[src/rtl/rom_stream_reader.sv]
// Read-side master for single-port synchronous ROMs: issues active-low reads and
// streams a programmed run of words through a 2-entry valid/ready output buffer.
module rom_stream_reader #(
  parameter int ROM_DEPTH = 1024,
  parameter int NUM_DATA  = 1,
  parameter int BIT_WIDTH = 16,
  localparam int AW = $clog2(ROM_DEPTH),
  localparam int LW = $clog2(ROM_DEPTH + 1),
  localparam int DW = NUM_DATA * BIT_WIDTH
) (
  input  logic          clk,
  input  logic          rst_n,
  input  logic          start,
  input  logic [AW-1:0] base_addr,
  input  logic [LW-1:0] length,
  output logic          rom_cen,
  output logic [AW-1:0] rom_addr,
  input  logic [DW-1:0] rom_q,
  output logic          out_valid,
  input  logic          out_ready,
  output logic [DW-1:0] out_data,
  output logic          busy,
  output logic          done
);

  typedef enum logic [1:0] {IDLE, READ, DRAIN} state_t;

  state_t        state;
  logic [AW-1:0] cur_addr;
  logic [AW-1:0] last_addr;
  logic [LW-1:0] remaining;
  logic [1:0]    occ;
  logic          pend;
  logic [DW-1:0] head;
  logic [DW-1:0] tail;
  logic          issue;
  logic          pop;
  logic [1:0]    occ_next;

  assign out_valid = (occ != 2'd0);
  assign out_data  = head;
  assign pop       = out_valid & out_ready;

  // A read may only issue if its data is guaranteed a FIFO slot when it returns next cycle.
  always_comb begin
    issue = 1'b0;
    if (state == READ && remaining != '0)
      issue = ({1'b0, occ} + {2'b00, pend} + 3'd1) <= (3'd2 + {2'b00, pop});
  end

  assign rom_cen  = ~issue;
  assign rom_addr = issue ? cur_addr : last_addr;
  assign occ_next = occ + {1'b0, pend} - {1'b0, pop};

  always_ff @(posedge clk) begin
    if (!rst_n) begin
      state     <= IDLE;
      cur_addr  <= '0;
      last_addr <= '0;
      remaining <= '0;
      occ       <= '0;
      pend      <= 1'b0;
      head      <= '0;
      tail      <= '0;
      busy      <= 1'b0;
      done      <= 1'b0;
    end else begin
      done <= 1'b0;
      pend <= issue;
      occ  <= occ_next;

      // Head register is the FIFO output; tail only holds the second word.
      if (pend && pop) begin
        if (occ == 2'd2) begin
          head <= tail;
          tail <= rom_q;
        end else begin
          head <= rom_q;
        end
      end else if (pend) begin
        if (occ == 2'd0) head <= rom_q;
        else             tail <= rom_q;
      end else if (pop) begin
        head <= tail;
      end

      if (issue) begin
        last_addr <= cur_addr;
        cur_addr  <= (cur_addr == AW'(ROM_DEPTH - 1)) ? '0 : cur_addr + AW'(1);
        remaining <= remaining - LW'(1);
      end

      case (state)
        IDLE: begin
          if (start) begin
            cur_addr  <= base_addr;
            remaining <= length;
            busy      <= 1'b1;
            state     <= (length == '0) ? DRAIN : READ;
          end
        end
        READ: begin
          if (issue && remaining == LW'(1)) state <= DRAIN;
        end
        DRAIN: begin
          // Finish once nothing is in flight and the last word leaves this cycle.
          if (!pend && occ_next == 2'd0) begin
            state <= IDLE;
            busy  <= 1'b0;
            done  <= 1'b1;
          end
        end
        default: state <= IDLE;
      endcase
    end
  end

endmodule
[config.mk]
export PLATFORM = sky130hd
export DESIGN_NAME = rom_stream_reader
export DESIGN_NICKNAME = d
export VERILOG_FILES = /design/src/rtl/rom_stream_reader.sv
export SDC_FILE = /design/constraint.sdc
export NUM_CORES = 1
export LEC_CHECK = 0
export BUFFER_PORTS_ARGS = -buffer_cell sky130_fd_sc_hd__buf_4
export CAP_MARGIN = 40
export CORE_MARGIN = 1.5
export CORE_UTILIZATION = 40
export CTS_CLUSTER_DIAMETER = 80
export CTS_CLUSTER_SIZE = 10
export DETAILED_ROUTE_END_ITERATION = 16
export PLACE_DENSITY_LB_ADDON = 0.08
export SLEW_MARGIN = 20
export SYNTH_ARGS = -nofsm -noshare
export SYNTH_HDL_FRONTEND = slang
export SYNTH_SLANG_ARGS = --single-unit
[constraint.sdc]
create_clock -name clk -period 3.64 [get_ports clk]
set_input_delay 0.364 -clock clk [delete_from_list [all_inputs] [get_ports clk]]
set_output_delay 0.364 -clock clk [all_outputs]
set_load 0.005 [all_outputs]
; ---- Word level (Yosys, flattened, before mapping)
; Cells that the tools add are included.
[word_totals]
reg_bits = 70
elab_cells = 77
input_bits = 41
out_inout_bits = 30
[op_classes]
n_reduce_logical = 19
muxes = 27
n_eq_ne = 11
order_cmp = 1
n_bitwise = 2
n_addsub = 7
[op_table]
columns = operator, n
row1 = $mux W16, 9
row2 = $mux W10, 5
row3 = $mux W11, 3
row4 = $eq A11 B1 Y1 const B, 1
row5 = $logic_not A11 Y1, 1
row6 = $reduce_bool A11 Y1, 1
row7 = $sub A11 B1 Y11 const B, 1
row8 = $add A10 B1 Y10 const B, 1
row9 = $eq A10 B10 Y1 const B, 1
row10 = $reduce_and A3 Y1, 3
row11 = $mux W2, 4
row12 = $logic_not A2 Y1, 3
row13 = $ne A2 B2 Y1 const B, 3
row14 = $pmux W2 S3, 1
row15 = $reduce_bool A2 Y1, 3
row16 = $eq A2 B2 Y1 const B, 2
row17 = $logic_and A1 B1 Y1, 4
row18 = $mux W1, 4
row19 = $ne A2 B1 Y1 const B, 2
row20 = $reduce_and A2 Y1, 2
row21 = $add A2 B1 Y3, 1
row22 = $add A2 B1 Y3 const A, 1
row23 = $add A3 B1 Y3 const B, 1
row24 = $le A3 B3 Y1, 1
row25 = other kinds (9), 9

; ---- Longest topological paths before layout
; Gate-level depths: netlist of the first run.
[depth]
depth_word = 8
mapped_depth = 13
depth_no_buf = 11

; ---- Least setup slack after synthesis of the first run
; Ideal clock, no wire load.
[synth_timing]
path_type = reg2reg
startpoint = reg pend
endpoint = reg cur_addr[3]
path_buffers = 3
arrival_ps = 2347
required_ps = 3555
slack_ps = 1209
setup_time_ps = 85
period_less_slack_ps = 2431
stages_incl_launch_ff = 14
cell_sequence = dfxtp_1 > clkbuf_1 > inv_1 > ha_1 > ha_1 > nor2_1 > a211oi_4 > and2_1 > buf_4 > inv_2 > buf_6 > nor4b_2 > a21oi_1 > o31ai_2
[synth_via]
elab_chain_cells = 7
[synth_rtl]
columns = element, line_no
row1 = "start, declared", 33  ; logic pend;
row2 = "start signal, assigned", 69  ; pend <= issue;
row3 = $add A2 B1 Y3 *, 48  ; issue = ({1'b0, occ} + {2'b00, pend} + 3'd1) <= (3'd2 + {2'b00, pop});
row4 = $add A3 B1 Y3 *, 48
row5 = $le A3 B3 Y1 *, 48
row6 = $mux W1 *, 47  ; if (state == READ && remaining != '0)
row7 = $mux W10 *, 87  ; if (issue) begin
row8 = $mux W10, 95  ; if (start) begin
row9 = $mux W10 *, 93  ; case (state)
row10 = "end signal, assigned", 89  ; cur_addr <= (cur_addr == AW'(ROM_DEPTH - 1)) ? '0 : cur_addr + AW'(1);
row11 = "end signal, assigned", 96  ; cur_addr <= base_addr;
row12 = "end, declared", 29  ; logic [AW-1:0] cur_addr;
; Mark *: on every way between the ends. The rest lies on a longest branch, timed or not.
; A chain may end at the register's enable or synchronous reset.

; ---- Final worst setup path of the first run
[layout_timing]
startpoint = reg pend
endpoint = out rom_addr[5]
[layout_via]
elab_chain_cells = 5
[layout_rtl]
columns = element, line_no
row1 = $add A2 B1 Y3, 48
row2 = $add A3 B1 Y3, 48
row3 = $le A3 B3 Y1, 48
row4 = $mux W1, 47
row5 = $mux W10, n/a
row6 = "end, declared", 17  ; output logic [AW-1:0] rom_addr,
; Every way passes these cells.

==> flow_summary.ini, run 1 <==
[outcome]
status = completed

[place]
placed_cell_area_sq_um = 3890
gp_congestion = 0.741
io_buffers = 70
dpl_worst_slack_ns = 0.992
hpwl_um = 5050

[layout]
synthToLayoutAreaGrowth_pct = 26.4
num-nets-final = 490
final_cell_mix = buf_4, dfxtp_1, nand2_1, nor2_1, mux2i_1
mostFrequentLayoutCell = buf_4
final_area_sq_um = 4140
fill_cells = 777
antenna_cells = 0
drive_gt1_frac = 0.230

[synthesis]
synth-edff-count = 0
synth_compound_area_frac = 0.121
avgSynthCellArea_sq_um = 8.67
synth-seq-cells = 70
synth_cells = 378
yosys.area_share.simple = 0.233
yosys_warnings = 0
async_flop_share = 0
synth_flop_cell = dfxtp_1
synth.mux.area_fraction = 0.101
synth_fa_ha_area_frac = 0.0267
synthDistinctLibCells = 43
synth_top_family_by_area = simple AND/OR/NAND/NOR gates
syn_area_sq_um = 3280
synth_xor_area_frac = 0.0481
seq_area_frac_synth = 0.428
synth_nets = 426

[sta]
finClkSkew_ns = 0.0141
max_slew_margin = 0.526
fin_hold_ws_ns = 0.237
rsz0062_at_grt = false
fmax_mhz = 334
hold_viol = 0
post-route-period-util = 0.823
drv_slew = 0
finalCriticalPeriod_ns = 3.00
worstMarginPinSlew_ns = 0.709
fin_ws_ns = 0.642
fin_tns_setup_ns = 0
setup_viol = 0

[route]
drt-initial-drc-count = 79
postRouteAntennaNets = 0
num_vias = 2818
drc_errors = 0
detail_route.wl_per_cell_um = 13.5
viasPerCell = 5.13
wl_um = 7400
dr.pass1.iters = 4

[min_path]
min_path_type = input pin to flop

[floorplanning]
start_util = 0.418
die_x_um = 93.5
core-area_sq_um = 7850
die-area_sq_um = 8740
num_rows = 32
fp.dieH_um = 93.5
ios = 71

[grt]
busiest_layer = met2
antenna_found_initial = 0
use_met1 = 0.225
use_met2 = 0.310
grt_overflow_total = 0
grt_max_degree = 46
use_met3 = 0.0699
gr-usage-all-layers = 0.187
grt_pass1_wl_um = 12800
grt_pass1_vias = 2766

[clock_tree]
cts_resized = 0
clk_latency_ns = 0.36
root_buffer = clkbuf_8
path_clk_slew_ns = 0.09
tritoncts = done
cts_made_buffers = 9
postCtsSetupBuffers = 0
h-tree-depth = 3
clkSinkCount = 70
clk_path_buf_depth = 2
cts_hold_buffers = 0

[flow_run]
max_cap_violations = 0

[critical_path]
worstPathMaxFanout = 22
slowest_delay_ns = 0.46
cp_slowest_cell = dfxtp_1
start_kind = flop
end_kind = output port
path_cells = inv_1 -> ha_1 -> ha_1 -> nor2_1 -> a211oi_4 -> and2_1 -> buf_4 -> nand2_1 -> nand2_1 -> buf_4
critPathRequiredTime_ns = 3.28
worst_ep_arrival_time_ns = 2.63
crit_type = flop to output port

[power_and_ir_drop]
power_uw = 2410
peakVddDrop_v = 0.000308
p_leak_uw = 0.00192
power.density_nw_per_um2 = 583
-- synth_stat cells (all sizes together) (10+ instances only) --
cell    instances  area, sq um
nor2           49          184
nand3          13         65.1
a211oi         18          148
o21ai          17         88.8
nand2          49          184
mux2i          33          330
a21oi          20          100
clkbuf         15         56.3
dfxtp          70         1400
nor3           10         77.6
and2           14         87.6
-- state kept, by name (all words and copies together), names as in the netlist --
name / cells
last_addr: 10
busy: 1
tail: 16
pend: 1
remaining: 11
state: 2
occ: 2
out_data: 16
done: 1
cur_addr: 10
-- final timing paths --
check,from,end,slack [ns],cells past startpoint
min,rom_q[15],tail[15],0.24,3
max reg2reg,pend,remaining[3],1.02,10
max,pend,rom_addr[5],0.64,10
min reg2reg,remaining[10],remaining[10],0.48,2
-- worst max-delay path, delay by kind of cell (launching register included) --
| kind | cells | cell delay (ns) |
|---|---|---|
| and+or+nand+nor | 4 | 0.44 |
| AOI/OAI and AO/OA | 1 | 0.32 |
| buffers and inverters | 3 | 0.50 |
| adders and majority gates | 2 | 0.57 |
| DFF | 1 | 0.46 |
-- power by group --
part	leakage [uW]	internal [uW]	switching, uW	total, uW
registers	0.000572	891	91.0	982
logic	0.00123	348	356	704
clock network	0.000112	396	333	729
-- metal layers --
layer	routed length, um	share of wire
met5	0	0
met2	3500	0.47
met4	54	0.0073
met1	3370	0.46
met3	475	0.064
-- cells by family after synthesis --
logic type	after synthesis
flops	70
fa+ha+maj	7
compound gates	62
mux	33
xor+xnor	18
simple gates	157
buf+inv	31
-- per-stage QoR --
step,utilization,cells
2_1_floorplan,-,378
3_3_place_gp,0.490,530
3_5_place_dp,0.496,532
4_1_cts,0.525,548
5_1_grt,0.528,549
6_report,0.528,549
-- area by class of cell --
type / instances / area, sq um / share of cell area
multi-input cells: 277 / 1750 / 0.422
inverters: 9 / 33.8 / 0.00815
clock inverters: 7 / 105 / 0.0254
clock buffers: 9 / 124 / 0.0299
flip-flops and latches: 70 / 1400 / 0.338
well taps: 102 / 128 / 0.0308
repair buffers: 75 / 603 / 0.146
Power figures use the tool's default switching activity.
==> run 2, diff against run 1 <==
--- a/config.mk
+++ b/config.mk
@@ -5,6 +5,7 @@
 export SDC_FILE = /design/constraint.sdc
 export NUM_CORES = 1
 export LEC_CHECK = 0
+export ABC_AREA = 1
 export BUFFER_PORTS_ARGS = -buffer_cell sky130_fd_sc_hd__buf_4
 export CAP_MARGIN = 40
 export CORE_MARGIN = 1.5
==> constraint.sdc (replaced) <==
create_clock -name clk -period 2.7 [get_ports clk]
set_input_delay 0.27 -clock clk [delete_from_list [all_inputs] [get_ports clk]]
set_output_delay 0.27 -clock clk [all_outputs]
set_load 0.005 [all_outputs]
==> flow_summary.ini, run 2 <==
[outcome]
status = completed

[route]
num_vias = 3402
wl_um = 8690
detail_route.wl_per_cell_um = 12.5
dr.pass1.iters = 4
postRouteAntennaNets = 0
drt-initial-drc-count = 93
drc_errors = 0
viasPerCell = 4.88

[synthesis]
synth_flop_cell = dfxtp_1
synth_most_common_cell = inv_1
synthDistinctLibCells = 35
synth-edff-count = 0
yosysTopAreaCellShare = 0.389
synth_top_family_by_area = simple AND/OR/NAND/NOR gates
async_flop_share = 0
synth_cells = 515
yosys.area_share.simple = 0.276
synth_xor_area_frac = 0.0170
syn_area_sq_um = 3600
synth_fa_ha_area_frac = 0.0243
yosysTopAreaCell = dfxtp_1
synth.area.top_cells = dfxtp_1, inv_1, nand2_1, nand3_1, o211ai_1
synth-seq-cells = 70
synth.mux.area_fraction = 0
synth_nets = 563
seq_area_frac_synth = 0.389
ys_top_cells_by_count = inv_1, nand2_1, dfxtp_1
avgSynthCellArea_sq_um = 6.99
synth_compound_area_frac = 0.161
yosys_warnings = 0

[sta]
post-route-period-util = 0.930
rsz0062_at_grt = false
finalCriticalPeriod_ns = 2.51
hold_viol = 0
fin_ws_ns = 0.189
fmax_mhz = 398
fin_tns_setup_ns = 0
drv_slew = 0
finClkSkew_ns = 0.00994
setup_viol = 0
worstMarginPinSlew_ns = 0.705
max_slew_margin = 0.530

[grt]
busiest_layer = met2
use_met3 = 0.0422
antenna_found_initial = 0
grt_overflow_total = 0
grt_pass1_vias = 3147
gr-usage-all-layers = 0.183
use_met1 = 0.242
grt_pass1_wl_um = 14500
grt_max_degree = 50
use_met2 = 0.292

[floorplanning]
num_rows = 34
die-area_sq_um = 9580
die_x_um = 97.9
core-area_sq_um = 8720
start_util = 0.413
ios = 71
fp.dieH_um = 97.9

[clock_tree]
h-tree-depth = 3
clkSinkCount = 70
cts_hold_buffers = 0
clk_latency_ns = 0.35
tritoncts = done
cts_made_buffers = 9
root_buffer = clkbuf_8
path_clk_slew_ns = 0.08
clk_path_buf_depth = 2

[layout]
fill_cells = 888
antenna_cells = 0
mostFrequentLayoutCell = inv_1
synthToLayoutAreaGrowth_pct = 25.9
final_cell_mix = inv_1, nand2_1, buf_4
finalNonFillerCells = 697
num-nets-final = 632
drive_gt1_frac = 0.219

[place]
dpl_worst_slack_ns = 0.392
hpwl_um = 5840
io_buffers = 70
dp_cells = 676
gp_congestion = 0.841

[critical_path]
crit_type = flop to output port
worst_ep_arrival_time_ns = 2.24
worstPathMaxFanout = 3
critPathRequiredTime_ns = 2.43
end_kind = output port
start_kind = flop

[power_and_ir_drop]
peakVddDrop_v = 0.000447
p_leak_uw = 0.00222
power.density_nw_per_um2 = 1110

[min_path]
min_path_type = input pin to flop

[flow_run]
max_cap_violations = 0
-- run 2: cell count changes after synthesis, sizes merged, moves of 7 or more --
cell    previous run  this run
and2              14         0
o211ai             1        22
nor2              49        42
nand3             13        59
or2                1        11
mux2i             33         0
xnor2              9         2
a21oi             20        29
a211oi            18         1
nand2             49        88
o21ai             17        43
inv                9        95
-- run 2: report_power, final --
group	internal, uW	switching (uW)
Sequential	1320	200
Clock	708	420
Combinational	1020	1380
-- run 2: metrics by stage --
| step | hold WS, ns | cell area [sq um] | total power (uW) | utilization |
|---|---|---|---|---|
| 2_1_floorplan | 0.418 | 3600 | 3110 | - |
| 6_report | 0.164 | 4530 | 5050 | 0.520 |
| 3_5_place_dp | 0.436 | 4200 | 3790 | 0.481 |
| 3_3_place_gp | 0.433 | 4200 | 3770 | 0.481 |
| 5_1_grt | 0.168 | 4530 | 5480 | 0.520 |
| 4_1_cts | 0.154 | 4460 | 4930 | 0.511 |
-- run 2: area by class of cell --
class	instances	area, sq um	area share
Tap cell	108	135	0.0298
Sequential cell	70	1400	0.310
Clock buffer	10	128	0.0281
Timing Repair Buffer	82	619	0.137
Clock inverter	6	134	0.0295
Inverter	95	357	0.0786
Multi-Input combinational cell	326	1760	0.388
-- run 2: final timing paths --
kind	end	startpoint	slack (ns)	depth (start not counted)
setup reg to reg	remaining[8]	pend	0.49	14
setup / recovery	rom_addr[6]	pend	0.19	12
hold reg to reg	tail[9]	tail[9]	0.45	2
hold / removal	remaining[7]	length[7]	0.16	3
-- run 2: kinds of logic (layout without fill, tap and decap cells) --
logic type                 Yosys count  after routing
buffers and inverters              119            193
DFF                                 70             70
adders and majority gates            7              7
and+or+nand+nor                    211            211
AOI/OAI and AO/OA                  101            101
xor gates and xnor gates             7              7
-- run 2: metal layers --
| layer | part of all wire | vias up | wire, um |
|---|---|---|---|
| li1 | - | 1790 | - |
| met1 | 0.48 | 1544 | 4200 |
| met2 | 0.46 | 61 | 3970 |
| met3 | 0.049 | 7 | 428 |
| met4 | 0.010 | 0 | 91 |
| met5 | 0 | - | 0 |
-- run 2: worst max-delay path, cell delays in order, from the launching register on --
cell and delay, ns:
dfxtp_2 0.34, inv_1 0.07, ha_1 0.28, ha_1 0.27
inv_1 0.05, nand3b_1 0.10, nand3_2 0.12, nor2_4 0.05
buf_4 0.13, or2_1 0.20, o21ai_1 0.10, inv_1 0.06
buf_4 0.13
-- run 2: timing repair --
action / 4_1_cts / 5_1_grt
buffers inserted: 0 / 5
gates resized for setup: 0 / 11
endpoints found under the setup margin: 0 / 10
==> run 3, diff against run 2 <==
--- a/config.mk
+++ b/config.mk
@@ -6,13 +6,13 @@
 export NUM_CORES = 1
 export LEC_CHECK = 0
 export ABC_AREA = 1
-export BUFFER_PORTS_ARGS = -buffer_cell sky130_fd_sc_hd__buf_4
 export CAP_MARGIN = 40
 export CORE_MARGIN = 1.5
 export CORE_UTILIZATION = 40
 export CTS_CLUSTER_DIAMETER = 80
 export CTS_CLUSTER_SIZE = 10
 export DETAILED_ROUTE_END_ITERATION = 16
+export DONT_BUFFER_PORTS = 1
 export PLACE_DENSITY_LB_ADDON = 0.08
 export SLEW_MARGIN = 20
 export SYNTH_ARGS = -nofsm -noshare
==> flow_summary.ini, run 3 (synthesis results as in run 2) <==
[outcome]
status = completed

[power_and_ir_drop]
peakVddDrop_v = 0.000542
power.density_nw_per_um2 = 1130
p_leak_uw = 0.00181

[route]
num_vias = 3147
drt-initial-drc-count = 114
viasPerCell = 5.05
wl_um = 8510
detail_route.wl_per_cell_um = 13.7
dr.pass1.iters = 4
postRouteAntennaNets = 0
drc_errors = 0

[min_path]
hold_start = rst_n
hold_depth = 2
min_path_type = input pin to flop
hold_end = occ[0]

[grt]
grt_pass1_wl_um = 14400
grt_max_degree = 51
grt_overflow_total = 0
grt_pass1_vias = 3028
antenna_found_initial = 0
gr-usage-all-layers = 0.185

[clock_tree]
tritoncts = done
path_clk_slew_ns = 0.08
cts_made_buffers = 9
root_buffer = clkbuf_8
clkSinkCount = 70
postCtsSetupBuffers = 0
h-tree-depth = 3
clk_latency_ns = 0.35
clk_path_buf_depth = 2

[sta]
post-route-period-util = 0.926
fin_tns_setup_ns = 0
finalCriticalPeriod_ns = 2.50
drv_slew = 0
setup_viol = 0
finClkSkew_ns = 0.00827
fmax_mhz = 400
hold_viol = 0
fin_hold_ws_ns = 0.0518
max_slew_margin = 0.558
worstMarginPinSlew_ns = 0.662
rsz0062_at_grt = false

[critical_path]
worst_ep_arrival_time_ns = 2.23
critPathRequiredTime_ns = 2.43
r2r-start = occ[0]
crit_type = flop to output port
reg2reg_to = remaining[8]
worstPathMaxFanout = 11
start_kind = flop
slowest_delay_ns = 0.36
cp_slowest_cell = dfxtp_1
path_cells = inv_1 -> ha_1 -> ha_1 -> inv_1 -> nand3b_1 -> nand3_2 -> nor2_4 -> or2_1 -> o21ai_1 -> inv_1
end_kind = output port
ff2ff_path_depth = 12
r2r_slack_ns = 0.44
cpMostUsedCell = inv_1

[layout]
synthToLayoutAreaGrowth_pct = 8.72
num-nets-final = 558
final_area_sq_um = 3920
mostFrequentLayoutCell = inv_1
final_cell_mix = inv_1, nand2_1, dfxtp_1
antenna_cells = 0
fill_cells = 923
drive_gt1_frac = 0.0932

[floorplanning]
die_x_um = 97.9
core-area_sq_um = 8720
fp.dieH_um = 97.9
die-area_sq_um = 9580
num_rows = 34
ios = 71
start_util = 0.413

[flow_run]
max_cap_violations = 0

[place]
placed_cell_area_sq_um = 3670
hpwl_um = 5730
io_buffers = 0
gp_congestion = 0.818
[run 3: repair_timing]
item,CTS,global route
hold buffers,0,0
endpoints found under the hold margin,0,0
setup endpoints to repair,0,9
resized for setup,0,3
[run 3: cell type report]
cell class / instances / area [sq um] / share of cell area
Multi-Input combinational cell: 327 / 1750 / 0.447
Sequential cell: 70 / 1400 / 0.358
Inverter: 95 / 357 / 0.0911
Tap cell: 108 / 135 / 0.0345
Clock buffer: 10 / 128 / 0.0326
Clock inverter: 6 / 93.8 / 0.0240
Timing Repair Buffer: 7 / 52.6 / 0.0134
[run 3: worst max path at each step]
stage / start / to / depth (start not counted) / slack (ns)
finish: occ[0] / rom_addr[5] / 10 / 0.20
global route: occ[0] / rom_addr[5] / 10 / 0.01
CTS: occ[0] / rom_addr[1] / 10 / 0.05
detailed placement: occ[0] / remaining[8] / 12 / 0.32
global placement: occ[0] / remaining[8] / 12 / 0.36
floorplan: occ[0] / rom_addr[5] / 11 / 0.73
[run 3: through the flow]
step	total power, uW	utilization	setup WS (ns)	cells
after floorplan	3110	-	0.731	515
after global placement	3450	0.421	0.356	606
after detailed placement	3480	0.421	0.319	606
after CTS	4450	0.446	0.0522	622
after global routing	4890	0.449	0.0142	623
final	4440	0.449	0.200	623
[run 3: worst max-delay path: cells and delay by family (launching register included)]
family | cells | cell delay [ns]
compound gates | 1 | 0.08
fa+ha+maj | 2 | 0.58
buf+inv | 3 | 0.19
flops | 1 | 0.36
simple gates | 4 | 0.66
[run 3: where the power goes]
part / leakage (uW) / total [uW] / switching (uW) / internal [uW]
logic: 0.00113 / 1970 / 1270 / 699
registers: 0.000573 / 1520 / 205 / 1320
clock network: 0.000107 / 951 / 424 / 527
[run 3: per-layer routing]
metal	vias to the layer above	track usage	wire [um]
li1	1640	-	-
met1	1434	0.227	3930
met2	65	0.300	3920
met3	8	0.0737	581
met4	0	0.0516	81
met5	-	0	0
